<file path="config.mk">
export PLATFORM = sky130hd
export DESIGN_NAME = imem_stream_loader
export DESIGN_NICKNAME = d
export VERILOG_FILES = /design/src/rtl/imem_stream_loader.sv
export SDC_FILE = /design/constraint.sdc
export NUM_CORES = 1
export LEC_CHECK = 0
export CAP_MARGIN = 20
export CORE_ASPECT_RATIO = 1.4
export CORE_MARGIN = 4
export CORE_UTILIZATION = 32
export DETAILED_ROUTE_END_ITERATION = 7
export HOLD_SLACK_MARGIN = 0.06
export SYNTH_ARGS = -nofsm -noshare
export SYNTH_HDL_FRONTEND = slang
export SYNTH_SLANG_ARGS = --single-unit
</file>
<file path="constraint.sdc">
create_clock -name clk -period 4.25 [get_ports clk]
set_input_delay 0.85 -clock clk [delete_from_list [all_inputs] [get_ports clk]]
set_output_delay 0.85 -clock clk [all_outputs]
set_load 0.01 [all_outputs]
</file>
<file path="src/rtl/imem_stream_loader.sv">
// imem_stream_loader: run-time loadable, big-endian word instruction store
// with a registered, fault-checked fetch port and valid/stall handshake.
module imem_stream_loader #(
  parameter int WORDS = 16,
  parameter int ADDR_W = 64,
  localparam int PTR_W = $clog2(WORDS) + 1
) (
  input  logic              clk,
  input  logic              rst_n,
  input  logic              load_start,
  input  logic              load_en,
  input  logic [31:0]       load_data,
  input  logic              load_last,
  input  logic              fetch_req,
  input  logic [ADDR_W-1:0] fetch_addr,
  input  logic              fetch_stall,
  output logic              fetch_ready,
  output logic              instr_valid,
  output logic [31:0]       instruction,
  output logic              fetch_fault,
  output logic              load_overflow,
  output logic [PTR_W-1:0]  prog_len
);
  localparam int IDX_W = $clog2(WORDS);
  typedef enum logic {LOAD, RUN} state_t;
  state_t state, state_nx;
  logic [31:0] mem [WORDS];
  logic [PTR_W-1:0] load_ptr;
  logic [ADDR_W-1:0] limit;
  logic room, wr, accept, fault;
  assign room = load_ptr < PTR_W'(WORDS);
  assign wr = state == LOAD && load_en && !load_start;
  // full-width compare so any set upper address bit faults
  assign limit = ADDR_W'({prog_len, 2'b00});
  assign fault = (|fetch_addr[1:0]) || fetch_addr >= limit;
  assign accept = fetch_req && fetch_ready;
  always_comb begin
    state_nx = load_start ? LOAD : (wr && load_last) ? RUN : state;
    fetch_ready = state == RUN && !load_start && !(instr_valid && fetch_stall);
  end
  always_ff @(posedge clk or negedge rst_n)
    if (!rst_n) state <= LOAD;
    else state <= state_nx;
  always_ff @(posedge clk or negedge rst_n)
    if (!rst_n) begin
      load_ptr <= '0;
      prog_len <= '0;
      load_overflow <= 1'b0;
    end else if (load_start) begin
      load_ptr <= '0;
      prog_len <= '0;
      load_overflow <= 1'b0;
    end else if (wr) begin
      load_ptr <= room ? load_ptr + PTR_W'(1) : load_ptr;
      load_overflow <= load_overflow | !room;
      if (load_last) prog_len <= room ? load_ptr + PTR_W'(1) : PTR_W'(WORDS);
    end
  always_ff @(posedge clk)
    if (wr && room) mem[load_ptr[IDX_W-1:0]] <= load_data;
  always_ff @(posedge clk or negedge rst_n)
    if (!rst_n) begin
      instr_valid <= 1'b0;
      instruction <= '0;
      fetch_fault <= 1'b0;
    end else if (load_start) instr_valid <= 1'b0;
    else if (accept) begin
      instr_valid <= 1'b1;
      instruction <= fault ? '0 : mem[fetch_addr[IDX_W+1:2]];
      fetch_fault <= fault;
    end else if (!(instr_valid && fetch_stall)) instr_valid <= 1'b0;
endmodule

</file>
After elaboration in Yosys (flattened, before gate mapping). Memory sizes are Yosys's and may differ from the RTL's. Cells that the tools add are included.

Input port bits: 103. Register bits after elaboration: 46. Memories: 1. Output and inout bits: 41. Bits in writable memories: 512.

Equal/unequal tests: 1. Bitwise logic cells: 3. $add $sub $neg: 1. Multiplexer cells: 17. Order comparisons: 2. Reduce and logical (&&, ||, !) cells: 20.

Memories: mem (depth 16, bits a word 32, read ports 1, clocked after Yosys merged registers in 0, write ports 1, line 27) `logic [31:0] mem [WORDS];`.

Operators by type and width (count): 64-bit by 7-bit greater-or-equal comparator with 1-bit output (1); 5-bit 2-to-1 mux (7); 32-bit 2-to-1 mux (1); 1-bit 2-to-1 mux (9); 1-bit logical AND (8); 2-bit nonzero test (4); 2-bit AND reduction (3); 5-bit by 1-bit adder with 5-bit output, second input constant (1); 5-bit less-than comparator, second input constant (1); 1-bit logical NOT (3); 3-bit inequality test, second input constant (1); 1-bit inverter (2); 2-bit OR reduction (1); 1-bit logical OR (1); 1-bit OR (1).

Logic depth before layout (Yosys ltp). Gate-level depths: netlist (run 1).

Depth after elaboration: 6. Gate-level depth with buffers: 11. Gate-level depth less buffers: 7.

Worst setup path after synthesis (run 1). Ideal clock, no wire load.

Path type: in2reg. From: input load_en. To: memory mem[3][0] (enable). Setup slack: -177 ps. Arrival: 3966 ps. Required time: 3789 ps. Cell stages on the path: 6. Cell sequence: nor2b_1 -> and2_1 -> clkbuf_1 -> nor2b_1 -> nand2_1 -> nor3_1.

Longest elaborated chain between the ends: 5.

Ends and longest elaborated chain: start: declaration (line 11) `input logic load_en,`; 1-bit logical AND (2 in a row) (line 32) `assign wr = state == LOAD && load_en && !load_start;`; 1-bit logical AND (line 59) `if (wr && room) mem[load_ptr[IDX_W-1:0]] <= load_data;`; 1-bit 2-to-1 mux (line 59); 1-bit 2-to-1 mux (not written as such) (line 59); end: declaration (line 27).

Every way passes these cells.

Worst setup path in the final report (run 1).
From: input load_start. To: output fetch_ready.

Longest elaborated chain between the ends: 3.

Ends and longest elaborated chain: start: declaration (line 10) `input logic load_start,`; 1-bit logical NOT (line 39) `fetch_ready = state == RUN && !load_start && !(instr_valid && fetch_stall);`; 1-bit logical AND (2 in a row) (line 39); end: declaration (line 17) `output logic fetch_ready,`.

Every way passes these cells.

==> results of run 1 <==
routing by layer:
layer / track usage (%) / part of all wire, %
met5: 0 / 0.027
met4: 3.92 / 2.6
met3: 2.28 / 5.2
met2: 23.9 / 53
met1: 16.1 / 39
per-stage QoR:
stage	total power, mW	util [%]	instances
floorplan	6.46	-	1019
global placement	6.75	36.4	1997
detailed placement	6.76	36.4	1997
CTS	11.1	38.8	2087
global route	11.4	38.8	2087
finish	11.0	38.8	2087
power groups by stage:
stage                     clock [mW]  sequential [mW]  combinational (mW)
after detailed placement           0             6.16               0.597
after floorplan                    0             6.16               0.302
after global routing            4.72             6.04               0.634
after CTS                       4.50             6.04               0.598
after global placement             0             6.16               0.587
final                           4.38             6.04               0.581
synth_stat cells (all sizes together):
library cell	instances
nand4b	1
nor4b	1
clkbuf	24
a22o	32
nor4	14
nor3b	1
nand3	5
buf	31
nor2b	34
mux4	128
inv	11
o21ai	1
dfrtp	46
nand2b	2
nor2	29
edfxtp	512
nor3	7
nand4	3
ha	10
and3b	1
mux2i	32
or3	1
a2111oi	1
a21oi	44
and2	1
xor2	3
xnor2	2
a211oi	32
o311ai	1
nand2	9
worst register-to-register path, delay by kind of cell, from the launching register on:
family                 cells  cell delay [ns]
flip-flops                 1             0.43
buffers and inverters      1             0.27
AND/OR/NAND/NOR            5             1.68
logic make-up (layout without fill, tap and decap cells):
family                   after synthesis  after routing  synth area share, %
XOR/XNOR                               5              5                0.203
flip-flops                           558            558                 76.4
multiplexers                         160            160                 14.8
AO/OA/AOI/OAI                        111            111                 3.53
AND/OR/NAND/NOR                      109            109                 2.90
buffers and inverters                 66            279                 1.54
adder cells (fa/ha/maj)               10             10                0.579
path summary, 6_finish.rpt:
kind                                 startpoint               to  slack [ns]  depth (start not counted)
worst max-delay path                 load_start      fetch_ready        1.10                          3
worst max register to register            state        mem[5][4]        1.55                          6
worst min-delay path                      rst_n  instruction[26]        0.27                          1
worst min register to register  instruction[30]  instruction[30]        0.51                          1
max in group asynchronous                 rst_n  instruction[18]        3.13                          2
min in group clk                instruction[30]  instruction[30]        0.51                          1
placed cells by master, fill, tap and decap left out, types with 2 or more instances in the layout:
cell type        count
nand4_1              3
nand2b_1             2
nor2_1              17
nand2_1              9
clkbuf_8             4
nand3_1              5
xnor2_1              2
nor3_1               3
nor4_1              12
nor4_2               2
clkinvlp_4           4
bufinv_16            4
clkbuf_1             8
nor2b_1             34
clkinv_2            12
buf_2                2
mux2i_1             32
a22o_1              32
clkbuf_16           50
dfrtp_1             46
edfxtp_1           512
buf_12              11
a211oi_1            32
nor2_4              12
mux4_2             128
xor2_1               3
a21oi_1             44
clkinv_1             7
inv_1               11
clkdlybuf4s50_1    138
ha_1                10
buf_4               26
nor3_4               4
sequential cells by signal, indices dropped and copies added, names as in the netlist:
signal,flops
fetch_fault,1
instr_valid,1
mem,512
load_ptr,5
load_overflow,1
state,1
prog_len,5
instruction,32
layout make-up:
type                    instances  area, µm²  share of cell area (%)
clock buffers                  61       1320                    5.10
flip-flops and latches        558      16500                    63.7
multi-input cells             395       4900                    18.9
clock inverters                29        262                    1.01
repair buffers                178       1820                    7.02
inverters                      11       41.3                   0.159
well taps                     855       1070                    4.12
==> results, run 1 <==
- The average wire per standard cell is 22.8 µm.
- Prior to clock tree synthesis, the placed netlist has a worst setup slack of 0.637 ns.
- The width of the die is 228 µm.
- Net switching is 20.4% of the power.
- The minimum period implied by the final worst setup slack is 3.15 ns.
- IR analysis of the VDD net gives a maximum drop of 0.000247 V.
- Buffers inserted during clock tree synthesis total 49.
- Entering global routing, the biggest net connects 65 pins.
- The final estimated routing congestion in global placement is 0.709.
- The maximum clock frequency is 318 MHz.
- The power density over cell area is 424 nW/µm².
- No sink is reached through more buffers than the 3 on the longest clock path.
- The flow ran to the end, and the final reports show no timing, DRC or antenna violations.
- During I/O placement, the number of pins put on the boundary was 144.
- The smallest hold slack is 0.273 ns.
- Global routing finished with a remaining overflow of 0.
- The arrival time reported for the critical path endpoint is 2.30 ns.
- The maximum clock skew at final layout is 0.0216 ns.
- The number of levels the H-tree was split into is 2.
- The min-delay analysis places its worst path in the category input port to async pin.
- Setup slack closes at 1.10 ns.
- Along the worst path, the maximum fanout reaches 11.
- The number of buffer cells added on primary ports is 143.
- Setup repair after global routing left no endpoint under its margin.
- The starting DRC count in detailed routing is 676.
- For the pin with the worst max-slew slack, the measured transition is 0.990 ns.
- The final net count is 1306.
- The initial core utilization is 32.3%.
- Cells with a size suffix above 1 make up 21.4% of the layout.
- The number of distinct library cell variants in the gate-level netlist after synthesis is 34.
- The share of Yosys cell area claimed by the top area cell type is 71.1%.
- The relative slew slack is 34.0%.
- Counting stages on the worst path, the most repeated cell is clkdlybuf4s50_1.
- Per report_power, the sequential group accounts for 54.9% of the total.
- The area added between synthesis and finish is 20.0%.
- STA classifies the critical path endpoint as an output pin.
- After clock tree synthesis, the clock-pin slew on the worst setup and hold paths is 0.06 ns.
- The clock net in this run drives a total of 558 sinks.
- The count of final max-slew check failures came to 0.
- The number of antenna cells inserted is 0.
- Summed over all cells, the static leakage comes to 8.27 nW.
- The number of global-route vias before repair was 11300.
- The site row count is 112.
- The worst setup path is launched from an input port.
- Traced cell by cell, the critical path runs through clkdlybuf4s50_1, and3b_1, clkdlybuf4s50_1.
- The first-pass GRT wire length is 71.7 mm.
- For the worst-skew pair, the clock arrives at the later sink with an insertion delay of 0.57 ns.
- The initial antenna violation count came to 1.
- In this run, the combinational gates consume 5.3% of the power.
- The synthesized area per cell is 21.2 µm².
- The count of filler cells inserted in the layout is 5955.
- The count of endpoints failing hold in the final timing report is 0.
- After synthesis, the cell types taking the most area are edfxtp_1, mux4_2, dfrtp_1.
- The slowest stage cell on the critical path is clkdlybuf4s50_1.
- TritonCTS built the clock tree.
- The count of max-cap constraint violations is 0.
- Of all cell types, the one taking the most synthesized area is edfxtp_1.
- Across every metal layer, demand over resource in global routing totals 13.2%.
- The critical path contains buffers and inverters numbering 2 combined.
- Counting flops and latches in the post-synthesis netlist gives 558.
- The count of mapped cells out of synthesis is 1019.
- The count of nets left with antenna violations once routing finished came out at 0.
- The total die area is 71900 µm².
- The cell-internal power is 8.75 mW.
- The share of power burned in the clock network is 39.8%.
- The analysis attributes to net switching a power of 2.24 mW.
- The post-cts repair resize count is 0.
- The hold-fix buffer count after cts is 0.
- The detailed-router iteration count before antenna repair is 4.
- Summing all placed instances gives a cell area of 24400 µm².
- The placed wire-length estimate is 29.2 mm.
- Setup violations remaining at the end of the flow were counted as 0.
- The fraction of the cycle the final worst path needs is 74.1%.
- After detailed routing, the number of vias per cell comes to 4.97.
- Clock tree synthesis selected as its root buffer the cell clkbuf_16.
- The net count after synthesis is 1132.
- After detailed routing, the number of remaining DRC violations is 0.
- The routed layout has 10400 vias.
- The count of yosys warnings during synthesis is 0.
- The worst setup path category is input port to output pin.
- After routing the design area is 25900 µm².
- The post-synthesis instance area is 21600 µm².
- The stage delay of the slowest cell on the critical path is 0.61 ns.
- STA puts the critical path data required time at 3.40 ns.
- The floorplan step set the die height to 316 µm.
- The register area share after synthesis is 76.4%.
- The post-CTS setup-driven buffer insertion count is 0.
- The final routed wirelength across all metal layers is 47.6 mm.
- In this design, the largest share of critical-path delay is due to buffers and inverters.
- The setup TNS after final layout is 0 ns.
- The floorplan step defined a core boundary enclosing 66800 µm².
Power figures use the tool's default switching activity.
==> run 2: changes to the inputs <==
- clock period: 4.25 -> 2.7 ns (I/O delays scaled with it)
==> run 2 against run 1 <==
Net effect:
- register-to-register slack worse by 1.1 ns
- cell count grew 2.9%
- wire length is 6.2% higher
- worst hold slack lost 0.17 ns
- highest routed layer is now met4
- sequential power rose by 57%
- core utilization rose by 1.2 points
- sequential share of layout area fell by 2.0 points
- clock-buffer cell count is 10 higher
- critical endpoint unchanged
- global-route usage up 0.71 points
- first-iteration DRC count grew 0.30%
==> results, run 2 (same netlist as run 1, synthesis figures left out) <==
- The count of endpoints failing hold in the final timing report is 0 (unchanged).
- The number of antenna cells inserted is 0 (unchanged).
- The number of vias after detailed routing is 10600 (+2.6%).
- TritonCTS built the clock tree.
- The number of CTS-inserted buffers is 49 (unchanged).
- The detailed-routing wirelength on met1 is 20.0 mm (+7.1%).
- In the layout the commonest cells are edfxtp_1, clkdlybuf4s50_1, mux4_2.
- The relative slew slack is 40.0% (+6.0 points).
- The endpoint kind of the worst setup timing path is an output pin.
- The worst setup path category is input port to output pin.
- The share of final-layout standard cells stronger than drive strength 1 came to 25.2% (+3.7 points).
- The cell count of the worst reg-to-reg path came to 8 (+2).
- The number of global-route vias before repair is 11400 (+1.2%).
- The top routing layer in use is met4.
- The setup violation total in the final timing report is 0 (unchanged).
- Setup repair after global routing left no endpoint under its margin.
- The initial core utilization is 32.3% (unchanged).
- The total I/O pin count is 144 (unchanged).
- The width of the die is 228 µm (unchanged).
- The reported leakage power was 8.70 nW (+5.1%).
- The final net count is 1367 (+4.7%).
- The run finished with clean final reports.
- The arrival time reported for the critical path endpoint came to 1.87 ns (-0.43 ns).
- The placed wire-length estimate came to 32.2 mm (+10%).
- The data required time of the worst path is 2.16 ns (-1.24 ns).
- The most common cell after layout, fill and taps aside is edfxtp_1.
- The first-pass GRT wire length was 74.5 mm (+3.9%).
- The tightest min-delay check is of the input port to async pin type.
- In the finished design, the share of the clock period the worst path needs comes to 89.1%.
- The power density over cell area was 657 nW/µm² (+55%).
- The measured slew at the worst slew-check pin came to 0.900 ns (-0.0899 ns).
- The site row count is 112 (unchanged).
- The overall global routing resource usage is 13.9% (+0.71 points).
- The average wire per standard cell came to 23.5 µm (+3.3%).
- The maximum VDD drop is 0.000408 V (+65%).
- Relative to the synthesized area, the layout overhead comes to 23.8%.
- The number of buffer cells added on primary ports came to 143 (unchanged).
- The number of levels the H-tree was split into is 2 (unchanged).
- The clock tree root driver cell is clkbuf_16.
- The largest net degree at the start of global routing is 97 (+49%).
- The post-cts repair resize count is 0 (unchanged).
- The final routed DRC violation total is 0 (unchanged).
- The total die area is 71900 µm² (unchanged).
- The starting DRC count in detailed routing came to 678 (+0.30%).
- The maximum clock skew at final layout is 0.0158 ns (-0.00579 ns).
- The total power draw is 17.6 mW (+60%).
- The met3 wire length is 2.79 mm (+12%).
- The count of max-cap constraint violations is 0 (unchanged).
- The die span in y is 316 µm (unchanged).
- The initial antenna violation count is 0 (-1).
- The largest fanout of any net on the critical path is 7 (-4).
- The clock slew seen by the registers of the worst setup and hold paths was 0.06 ns (about the same).
- The reg-to-reg critical path startpoint is prog_len[3].
- The final estimated routing congestion in global placement is 0.760 (+7.1%).
- Counting I/O delays and the setup requirement, the final critical path takes 2.41 ns.
- The number of flip-flops in the largest register is 512 (unchanged).
- The wire length on met2 is 26.7 mm (+5.9%).
- The count of final max-slew check failures was 0 (unchanged).
- The number of buffers between clock root and the deepest sink is 3 (unchanged).
- The final routed wirelength across all metal layers is 50.5 mm (+6.2%).
- The area of the placeable core is 66800 µm² (unchanged).
- The reg-to-reg critical path endpoint is instruction[21].
- The placed instance count came to 2058 (+3.1%).
- The total overflow reported by the global router was 0 (unchanged).
- The category of the worst setup path launch point is an input port.
- The reg-to-reg setup timing slack is 0.50 ns (-1.05 ns).
- The number of vias per cell is 4.95 (-0.25%).
- The hold-fix buffer count after cts is 0 (unchanged).
- The number of clock sinks is 558 (unchanged).
- The detailed-router iteration count before antenna repair is 5 (+1).
- Derived from the worst setup path, the maximum achievable clock frequency is 416 MHz.
- The later-pin clock latency in the skew report is 0.57 ns (about the same).
- The number of nets with antenna violations after detailed routing is 0 (unchanged).
- The post-route non-filler standard cell count is 2147 (+2.9%).
- The post-CTS setup-driven buffer insertion count was 0 (unchanged).
-- run 2: how the worst max path moves through the flow --
| stage | slack (ns) | to | start | cells past startpoint |
|---|---|---|---|---|
| after floorplan | -0.05 | mem[11][0] | load_en | 6 |
| after global routing | 0.22 | fetch_ready | load_start | 3 |
| after detailed placement | -0.10 | mem[6][27] | load_en | 8 |
| final | 0.29 | fetch_ready | load_start | 3 |
| after CTS | 0.27 | fetch_ready | load_start | 3 |
| after global placement | -0.12 | mem[7][5] | load_en | 8 |
-- run 2: power breakdown --
group,switching [mW],internal (mW)
Clock,2.99,4.06
Sequential,0.0183,9.49
Combinational,0.546,0.488
-- run 2: layer usage --
metal	GRT usage (%)	vias up
met4	3.45	0
met5	0	-
li1	-	4711
met1	17.5	5549
met3	1.79	64
met2	25.3	312
-- run 2: through the flow --
stage | worst slack (ns) | setup TNS, ns | util [%] | hold slack [ns] | area, µm²
global placement | -0.124 | -23.27 | 37.6 | 0.488 | 25100
CTS | 0.275 | 0 | 40.1 | 0.0943 | 26800
floorplan | -0.0527 | -15.38 | - | 0.244 | 21700
detailed placement | -0.100 | -16.67 | 37.6 | 0.493 | 25100
finish | 0.295 | 0 | 40.1 | 0.0985 | 26800
global route | 0.216 | 0 | 40.1 | 0.130 | 26800
-- run 2: final cells by class --
| type | count | area [µm²] |
|---|---|---|
| multi-input combinational | 395 | 4900 |
| clock inverter | 18 | 203 |
| clock buffer | 71 | 1430 |
| timing repair buffer | 239 | 2600 |
| inverter | 11 | 41.3 |
| sequential | 558 | 16500 |
| tap | 855 | 1070 |
| fill | 5870 | 40100 |
-- run 2: critical path, cell delays in order --
cell,delay (ns)
clkdlybuf4s50_1,0.52
and3b_1,0.25
clkdlybuf4s50_1,0.55
